$ cat src/rtl/bridge_pkg.sv
`default_nettype none
// ============================================================================
//  Module   : bridge_pkg
//  Brief    : Shared types and constants for the data-side bridge responder.
//  Revision : 1.0 - initial release
// ============================================================================
package bridge_pkg;

   typedef enum logic [1:0] {
      IDLE = 2'd0,
      WAIT = 2'd1,
      RESP = 2'd2
   } state_t;

   typedef enum logic [1:0] {
      DEV_DM = 2'd0,
      DEV_T0 = 2'd1,
      DEV_T1 = 2'd2
   } dev_idx_t;

   localparam int          NDEV          = 3;
   localparam logic [31:0] TMR_WIN_BYTES = 32'd12;

   localparam logic [31:0] DEF_DM_LIMIT  = 32'h0000_2FFF;
   localparam logic [31:0] DEF_T0_BASE   = 32'h0000_7F00;
   localparam logic [31:0] DEF_T1_BASE   = 32'h0000_7F10;
   localparam int          DEF_TIMEOUT   = 16;

endpackage
`default_nettype wire

$ cat src/rtl/bridge_responder_if.sv
`default_nettype none
// ============================================================================
//  Module   : bridge_responder_if
//  Brief    : CPU request/response and device handshake bundle.
//  Revision : 1.0 - initial release
// ============================================================================
interface bridge_responder_if;

   logic        req_valid;
   logic        req_ready;
   logic        req_we;
   logic [31:0] req_addr;
   logic [3:0]  req_be;
   logic [31:0] req_wdata;
   logic        resp_valid;
   logic [31:0] resp_rdata;
   logic        resp_err;
   logic [2:0]  dev_sel;
   logic        dev_we;
   logic [31:0] dev_addr;
   logic [3:0]  dev_be;
   logic [31:0] dev_wdata;
   logic [2:0]  dev_ack;
   logic [95:0] dev_rdata;

   // Responder side
   modport slave (
      input  req_valid, req_we, req_addr, req_be, req_wdata, dev_ack, dev_rdata,
      output req_ready, resp_valid, resp_rdata, resp_err,
             dev_sel, dev_we, dev_addr, dev_be, dev_wdata
   );

   // CPU/device side
   modport master (
      output req_valid, req_we, req_addr, req_be, req_wdata, dev_ack, dev_rdata,
      input  req_ready, resp_valid, resp_rdata, resp_err,
             dev_sel, dev_we, dev_addr, dev_be, dev_wdata
   );

endinterface
`default_nettype wire

$ cat src/rtl/bridge_addr_decode.sv
`default_nettype none
// ============================================================================
//  Module   : bridge_addr_decode
//  Brief    : Address to one-hot device hit plus offset within the window.
//  Revision : 1.0 - initial release
// ============================================================================
module bridge_addr_decode
   import bridge_pkg::*;
#(
   parameter logic [31:0] DM_LIMIT = DEF_DM_LIMIT,
   parameter logic [31:0] T0_BASE  = DEF_T0_BASE,
   parameter logic [31:0] T1_BASE  = DEF_T1_BASE
) (
   input  logic [31:0] addr,
   output logic [2:0]  hit,
   output logic [31:0] offset
);

   logic [31:0] w_aligned;

   // Byte lanes come from be, so the low address bits never affect the decode
   assign w_aligned = {addr[31:2], 2'b00};

   // Priority range decode: DM first, then TIMER0, then TIMER1
   always_comb begin
      hit    = '0;
      offset = addr;
      if (w_aligned <= DM_LIMIT) begin
         hit[DEV_DM] = 1'b1;
      end else if ((w_aligned >= T0_BASE) &&
                   (w_aligned <= T0_BASE + TMR_WIN_BYTES - 32'd1)) begin
         hit[DEV_T0] = 1'b1;
         offset      = addr - T0_BASE;
      end else if ((w_aligned >= T1_BASE) &&
                   (w_aligned <= T1_BASE + TMR_WIN_BYTES - 32'd1)) begin
         hit[DEV_T1] = 1'b1;
         offset      = addr - T1_BASE;
      end
   end

endmodule
`default_nettype wire

$ cat src/rtl/bridge_responder.sv
`default_nettype none
// ============================================================================
//  Module   : bridge_responder
//  Brief    : Single-outstanding load/store responder with device wait
//             states, timeout and registered interrupt vector.
//  Revision : 1.0 - initial release
// ============================================================================
module bridge_responder
   import bridge_pkg::*;
#(
   parameter logic [31:0] DM_LIMIT = DEF_DM_LIMIT,
   parameter logic [31:0] T0_BASE  = DEF_T0_BASE,
   parameter logic [31:0] T1_BASE  = DEF_T1_BASE,
   parameter int          TIMEOUT  = DEF_TIMEOUT
) (
   input  logic               clk,
   input  logic               rst,
   bridge_responder_if.slave  bus,
   input  logic [1:0]         dev_irq,
   output logic [5:0]         hwint
);

   localparam int            CW         = (TIMEOUT > 1) ? $clog2(TIMEOUT) : 1;
   localparam logic [CW-1:0] C_CNT_LAST = CW'(TIMEOUT - 1);

   state_t        r_state;
   state_t        w_state_nxt;
   logic          r_we;
   logic [31:0]   r_addr;
   logic [3:0]    r_be;
   logic [31:0]   r_wdata;
   logic [2:0]    r_sel;
   logic [CW-1:0] r_cnt;
   logic [31:0]   r_rdata;
   logic          r_err;
   logic [5:0]    r_hwint;

   logic [2:0]    w_hit;
   logic [31:0]   w_offset;
   logic          w_go;
   logic          w_ack;
   logic          w_last;
   logic [31:0]   w_sel_rdata;

   bridge_addr_decode #(
      .DM_LIMIT (DM_LIMIT),
      .T0_BASE  (T0_BASE),
      .T1_BASE  (T1_BASE)
   ) u_decode (
      .addr   (bus.req_addr),
      .hit    (w_hit),
      .offset (w_offset)
   );

   // A request reaches a device only when it decodes and enables a lane
   assign w_go   = (|w_hit) && (|bus.req_be);
   assign w_ack  = |(bus.dev_ack & r_sel);
   assign w_last = (r_cnt == C_CNT_LAST);

   // Read data of the selected device (r_sel is one-hot or zero)
   always_comb begin
      w_sel_rdata = '0;
      for (int i = 0; i < NDEV; i++) begin
         if (r_sel[i]) begin
            w_sel_rdata = w_sel_rdata | bus.dev_rdata[32*i +: 32];
         end
      end
   end

   // State register
   always_ff @(posedge clk) begin
      if (rst) begin
         r_state <= IDLE;
      end else begin
         r_state <= w_state_nxt;
      end
   end

   // Next-state and handshake outputs
   always_comb begin
      w_state_nxt    = r_state;
      bus.req_ready  = 1'b0;
      bus.resp_valid = 1'b0;
      bus.resp_rdata = '0;
      bus.resp_err   = 1'b0;
      bus.dev_sel    = '0;
      case (r_state)
         IDLE: begin
            bus.req_ready = 1'b1;
            if (bus.req_valid) begin
               w_state_nxt = w_go ? WAIT : RESP;
            end
         end
         WAIT: begin
            bus.dev_sel = r_sel;
            if (w_ack || w_last) begin
               w_state_nxt = RESP;
            end
         end
         RESP: begin
            bus.resp_valid = 1'b1;
            bus.resp_rdata = r_rdata;
            bus.resp_err   = r_err;
            w_state_nxt    = IDLE;
         end
         default: w_state_nxt = IDLE;
      endcase
   end

   // Request latch, wait counter and response capture
   always_ff @(posedge clk) begin
      if (rst) begin
         r_we    <= 1'b0;
         r_addr  <= '0;
         r_be    <= '0;
         r_wdata <= '0;
         r_sel   <= '0;
         r_cnt   <= '0;
         r_rdata <= '0;
         r_err   <= 1'b0;
      end else begin
         case (r_state)
            IDLE: begin
               if (bus.req_valid) begin
                  r_we    <= bus.req_we;
                  r_addr  <= w_offset;
                  r_be    <= bus.req_be;
                  r_wdata <= bus.req_wdata;
                  r_sel   <= w_go ? w_hit : 3'b000;
                  r_cnt   <= '0;
                  r_rdata <= '0;
                  r_err   <= !w_go;
               end
            end
            WAIT: begin
               r_cnt <= r_cnt + 1'b1;
               if (w_ack) begin
                  r_rdata <= r_we ? 32'd0 : w_sel_rdata;
                  r_err   <= 1'b0;
               end else if (w_last) begin
                  r_rdata <= '0;
                  r_err   <= 1'b1;
               end
            end
            default: ;
         endcase
      end
   end

   // Interrupt lines are registered regardless of the transaction state
   always_ff @(posedge clk) begin
      if (rst) begin
         r_hwint <= '0;
      end else begin
         r_hwint <= {4'b0000, dev_irq};
      end
   end

   assign bus.dev_we    = r_we;
   assign bus.dev_addr  = r_addr;
   assign bus.dev_be    = r_be;
   assign bus.dev_wdata = r_wdata;
   assign hwint         = r_hwint;

endmodule
`default_nettype wire

$ cat src/flat_wrapper.sv
// flat-port wrapper written by rule: the top's interface ports become plain ports
module bridge_responder_flat import bridge_pkg::*;
#(
   parameter logic [31:0] DM_LIMIT = DEF_DM_LIMIT,
   parameter logic [31:0] T0_BASE  = DEF_T0_BASE,
   parameter logic [31:0] T1_BASE  = DEF_T1_BASE,
   parameter int          TIMEOUT  = DEF_TIMEOUT
)
  (clk, rst, dev_irq, hwint, bus_req_valid, bus_req_we, bus_req_addr, bus_req_be, bus_req_wdata, bus_dev_ack, bus_dev_rdata, bus_req_ready, bus_resp_valid, bus_resp_rdata, bus_resp_err, bus_dev_sel, bus_dev_we, bus_dev_addr, bus_dev_be, bus_dev_wdata);
  bridge_responder_if bus_i ();
  input  logic clk;
  input  logic rst;
  input  logic [1:0] dev_irq;
  output logic [5:0] hwint;
  input wire logic [$bits(bus_i.req_valid)-1:0] bus_req_valid;
  input wire logic [$bits(bus_i.req_we)-1:0] bus_req_we;
  input wire logic [$bits(bus_i.req_addr)-1:0] bus_req_addr;
  input wire logic [$bits(bus_i.req_be)-1:0] bus_req_be;
  input wire logic [$bits(bus_i.req_wdata)-1:0] bus_req_wdata;
  input wire logic [$bits(bus_i.dev_ack)-1:0] bus_dev_ack;
  input wire logic [$bits(bus_i.dev_rdata)-1:0] bus_dev_rdata;
  output wire logic [$bits(bus_i.req_ready)-1:0] bus_req_ready;
  output wire logic [$bits(bus_i.resp_valid)-1:0] bus_resp_valid;
  output wire logic [$bits(bus_i.resp_rdata)-1:0] bus_resp_rdata;
  output wire logic [$bits(bus_i.resp_err)-1:0] bus_resp_err;
  output wire logic [$bits(bus_i.dev_sel)-1:0] bus_dev_sel;
  output wire logic [$bits(bus_i.dev_we)-1:0] bus_dev_we;
  output wire logic [$bits(bus_i.dev_addr)-1:0] bus_dev_addr;
  output wire logic [$bits(bus_i.dev_be)-1:0] bus_dev_be;
  output wire logic [$bits(bus_i.dev_wdata)-1:0] bus_dev_wdata;
  assign bus_i.req_valid = bus_req_valid;
  assign bus_i.req_we = bus_req_we;
  assign bus_i.req_addr = bus_req_addr;
  assign bus_i.req_be = bus_req_be;
  assign bus_i.req_wdata = bus_req_wdata;
  assign bus_i.dev_ack = bus_dev_ack;
  assign bus_i.dev_rdata = bus_dev_rdata;
  assign bus_req_ready = bus_i.req_ready;
  assign bus_resp_valid = bus_i.resp_valid;
  assign bus_resp_rdata = bus_i.resp_rdata;
  assign bus_resp_err = bus_i.resp_err;
  assign bus_dev_sel = bus_i.dev_sel;
  assign bus_dev_we = bus_i.dev_we;
  assign bus_dev_addr = bus_i.dev_addr;
  assign bus_dev_be = bus_i.dev_be;
  assign bus_dev_wdata = bus_i.dev_wdata;
  bridge_responder #(.DM_LIMIT(DM_LIMIT), .T0_BASE(T0_BASE), .T1_BASE(T1_BASE), .TIMEOUT(TIMEOUT)) u_core (.clk(clk), .rst(rst), .bus(bus_i), .dev_irq(dev_irq), .hwint(hwint));
endmodule
$ cat config.mk
export PLATFORM = sky130hd
export DESIGN_NAME = bridge_responder_flat
export DESIGN_NICKNAME = d
export VERILOG_FILES = /design/src/rtl/bridge_pkg.sv /design/src/rtl/bridge_responder_if.sv /design/src/rtl/bridge_addr_decode.sv /design/src/rtl/bridge_responder.sv /design/src/flat_wrapper.sv
export SDC_FILE = /design/constraint.sdc
export NUM_CORES = 1
export LEC_CHECK = 0
export ABC_AREA = 0
export BUFFER_PORTS_ARGS = -buffer_cell sky130_fd_sc_hd__buf_4
export CAP_MARGIN = 25
export CORE_ASPECT_RATIO = 1.1
export CORE_MARGIN = 4
export CORE_UTILIZATION = 30
export CTS_BUF_LIST = sky130_fd_sc_hd__clkbuf_16
export DETAILED_ROUTE_END_ITERATION = 10
export PLACE_DENSITY_LB_ADDON = 0.12
export SLEW_MARGIN = 20
export SYNTH_ARGS = -nofsm -noshare
export SYNTH_HDL_FRONTEND = slang
export SYNTH_SLANG_ARGS = --single-unit
$ cat constraint.sdc
create_clock -name clk -period 4.8 [get_ports clk]
set_clock_uncertainty 0.1 [all_clocks]
set_input_delay 0.48 -clock clk [delete_from_list [all_inputs] [get_ports clk]]
set_output_delay 0.48 -clock clk [all_outputs]
set_load 0.02 [all_outputs]
==> PnR_summary.wiki <==
{| class="wikitable"
! Metric !! Value
|-
| Max_slew headroom || 41.05%
|-
| Depth of the worst register-to-register path || 5
|-
| Area fraction of the dominant cell type after synthesis || a little under half
|-
| Mean number of vias per cell || 5.022
|-
| Count of antenna-violating nets left after detailed routing || 0
|-
| Power Dens Cells || 346.6 nW/um^2
|-
| Number of buffers inserted by hold repair at cts || 0
|-
| Overall routing resource usage || roughly 18%
|-
| Crit path buf inv count || 1
|-
| Post-Synthesis Mean Instance Area || between 8 and 9 um^2
|-
| Area of the core region || between 15,000 and 20,000 um^2
|-
| Number of buffers created by CTS || 17
|-
| Final setup violation count || 0
|-
| Width of the die || 129.4 um
|-
| Final worst-path cycle share || around 52%
|-
| Final instance area || between 7000 and 8000 um^2
|-
| Final number of max-transition violations || 0
|-
| Max H-tree Level || 4
|-
| Setup slack after placement || 1.881 ns
|-
| Post-Synth Adder-Cell Area || 1.029%
|-
| Standby leakage power || 3.378 nW
|-
| Number of antenna diodes || 0
|-
| Root Driver || sky130_fd_sc_hd__clkbuf_16
|-
| Flop and latch count out of synthesis || 113
|-
| Worst-path cell chain || buf_4, or4_1, or4_4, a2bb2oi_1, nand4b_1, a211oi_1
|-
| RSZ-0062 raised after global routing || no
|-
| Relative contribution of the clock network to total power || around half
|-
| Slew @ Worst Pin || 0.8842 ns
|-
| Port Buffers || 281
|-
| Dominant cells by area after synthesis || sky130_fd_sc_hd__dfxtp_1, sky130_fd_sc_hd__nand2_1, sky130_fd_sc_hd__a222oi_1
|-
| Cell taking the most area after synthesis || sky130_fd_sc_hd__dfxtp_1
|-
| Fin util || 48.94%
|-
| Share of synthesized cell area in and, or, nand and nor gates || 21.97%
|-
| Most frequent cells after synthesis || sky130_fd_sc_hd__dfxtp_1, sky130_fd_sc_hd__nand2_1, sky130_fd_sc_hd__a21oi_1
|-
| Routed vias || 5,253
|-
| DRC violation count after routing || 0
|-
| CTS clk-pin slew, worst paths || ~0.050 ns
|-
| Clock latency of the later-clocked register in the worst-skew pair || between 0.4 and 0.5 ns
|-
| Wire length of the first global-routing pass || approximately 26 mm
|-
| Number of antenna violations at the first check in global routing || 0
|-
| Router iterations before antenna repair || 6
|-
| Sort of element at the start of the critical path || primary input
|-
| Sequential power share || 37.3%
|-
| Share of synthesized area occupied by flip-flops and latches || 46.50%
|-
| Initial core utilization || 30.80%
|-
| Most used standard cell by instance count after synthesis || sky130_fd_sc_hd__dfxtp_1
|-
| Via count of the first global-routing pass || 5,208
|-
| Violation count after the first detailed-route iteration || 291
|-
| Die Area || 18,320 um^2
|-
| Critical register-to-register path endpoint || u_core.bus.dev_wdata[13]
|-
| Final routed wire length divided by cell count || 16.78 um
|-
| Clock tree from TritonCTS || done
|-
| Setup Total Neg Slack || 0 ns
|-
| Count of flip-flops with a built-in enable after synthesis || 0
|-
| Internal power || 2.056 mW
|-
| Max-capacitance violation count || 0
|-
| Post-CTS Resized || 0
|-
| Number of placed I/O pins || about 290
|-
| Most used flip-flop cell after synthesis || sky130_fd_sc_hd__dfxtp_1
|-
| Met3 WL || roughly 2.4 mm
|-
| Post-Synth XOR/XNOR Area || 0%
|-
| Class of the tightest hold or removal check || in2reg
|-
| Die boundary height || ~140 um
|-
| Total of warnings raised by yosys || 0
|-
| Fmax || about 0.40 GHz
|-
| Number of endpoints with negative hold slack in the final report || 0
|-
| Highest metal layer used by the detailed router || met4
|-
| GRT overflow || 0
|-
| Routability congestion estimate from global placement || 0.8867
|-
| NumNets Final || 1,010
|-
| Number of setup buffers added after CTS || 0
|-
| Number of clock sinks || 113
|-
| Multiplexer share of the synthesized area || less than 1%
|-
| Critical Path Fanout Max || 8
|-
| Main combinational cell family by area after synthesis || compound AO/OA/AOI/OAI gates
|-
| HPWL after detailed placement || 13.05 mm
|-
| Worst EP arrival || about 2.7 ns
|-
| Met1 layer wirelength in the final routing || a little under 7 mm
|-
| Post-placement cell area || 7098 um^2
|-
| Critical path class || in2reg
|-
| Worst path top cell family by delay || simple AND/OR/NAND/NOR gates
|-
| Cell Area, Synth || 4865 um^2
|-
| Number of cells traversed by the worst hold path || 2
|-
| Worst Path Required || between 5 and 6 ns
|-
| Pin count of the biggest net entering global routing || 83
|-
| Largest voltage drop on the vdd net || 0.2147 mV
|-
| Internal reg-to-reg setup slack || 2.43 ns
|-
| RR Startpoint || u_core.r_state[0]
|-
| Fraction of the mapped netlist area in compound gates || 25.26%
|-
| Slowest CP cell || sky130_fd_sc_hd__or4_4
|-
| Total stage count of the critical path || 6
|-
| Synthesized instance count || 574
|-
| Overall power after layout || ~2.7 mW
|-
| Type of element capturing the critical path || flip-flop
|-
| Setup ws final || 2.291 ns
|-
| Row Count || 48
|-
| Portion of total power attributed to combinational logic || 13.0%
|-
| HP Start || dev_irq[0]
|-
| Total Routed Length || 17.55 mm
|-
| Proportion of register bits with asynchronous set or reset after synthesis || 0%
|-
| Crit-path max cell delay || about 0.53 ns
|-
| Final min period || 2.509 ns
|-
| Switching part of the total || 23.26%
|-
| Hold worst-path end || u_core.hwint[0]
|-
| Growth of design area from synthesis to finish || 58.90%
|-
| Clock Path Buffers || 2
|-
| WL met2 || slightly above 8 mm
|-
| Number of distinct library cells after synthesis || 46
|-
| Share of final-layout standard cells stronger than drive strength 1 || between 30% and 40%
|-
| Run status || complete, no violations
|-
| Reported net switching power || 0.6233 mW
|}
-- flip-flops by register name, indices dropped and copies added (netlist names) --
| name | flops |
|---|---|
| u_core.bus.dev_addr | 32 |
| u_core.r_state | 2 |
| u_core.r_rdata | 32 |
| u_core.r_err | 1 |
| u_core.r_cnt | 4 |
| u_core.r_sel | 3 |
| u_core.bus.dev_wdata | 32 |
| u_core.bus.dev_be | 4 |
| u_core.bus.dev_we | 1 |
| u_core.hwint | 2 |
-- routing by layer --
metal / vias up / global-route usage, %
met5: - / 0
met4: 0 / 7.330
met3: 31 / 8.735
met2: 247 / 29.34
met1: 2380 / 20.17
li1: 2595 / -
-- cell usage in the layout (no fill, tap or decap), drive strengths merged, types with 5 or more instances in the layout --
cell type / synthesis / routed
nand3: 7 / 7
bufinv: 0 / 5
dfxtp: 113 / 113
nand2: 111 / 111
nor4: 5 / 5
a222oi: 33 / 33
nor3: 6 / 6
a211oi: 11 / 11
nor2: 40 / 40
and2: 39 / 39
a21oi: 62 / 62
clkinv: 0 / 5
nor2b: 5 / 5
clkbuf: 42 / 17
o2bb2ai: 32 / 32
inv: 5 / 8
buf: 10 / 289
-- through the flow --
stage          cells  hold slack, ns
2_1_floorplan    577          0.3242
3_3_place_gp    1013          0.3360
3_5_place_dp    1014          0.3396
4_1_cts         1046          0.1774
5_1_grt         1046          0.1952
6_report        1046          0.1954
-- layout make-up --
type	instances	area (um^2)
clock buffer	17	425.4
timing repair buffer	289	2173
clock inverter	15	200.2
inverter	5	18.77
fill	1534	8065
tap	200	250.2
sequential	113	2262
multi-input combinational	407	2400
-- cell families (layout without fill, tap and decap cells) --
| kind of cell | Yosys count | in the layout |
|---|---|---|
| flops | 113 | 113 |
| compound gates | 166 | 166 |
| fa+ha+maj | 4 | 4 |
| other cells | 1 | 4 |
| simple gates | 231 | 231 |
| buf+inv | 57 | 326 |
| mux | 2 | 2 |
-- how the worst max path moves through the flow --
stage,start,end,slack [ns]
floorplan,bus_req_addr[15],u_core.bus.dev_addr[5],2.22
global placement,bus_dev_ack[0],u_core.r_rdata[16],1.90
detailed placement,bus_req_addr[15],u_core.bus.dev_addr[17],1.88
CTS,u_core.r_state[1],bus_resp_rdata[9],2.00
global route,bus_req_addr[15],u_core.bus.dev_addr[27],2.16
finish,bus_req_addr[15],u_core.bus.dev_addr[17],2.29
-- power groups by stage --
stage | clock network [mW] | registers (mW) | logic, mW
final | 1.33 | 0.998 | 0.348
after global routing | 1.41 | 1.00 | 0.377
after global placement | 0 | 1.02 | 0.345
after floorplan | 0 | 1.06 | 0.101
after detailed placement | 0 | 1.02 | 0.350
after CTS | 1.36 | 0.998 | 0.351
(Power assumes the default switching activity.)
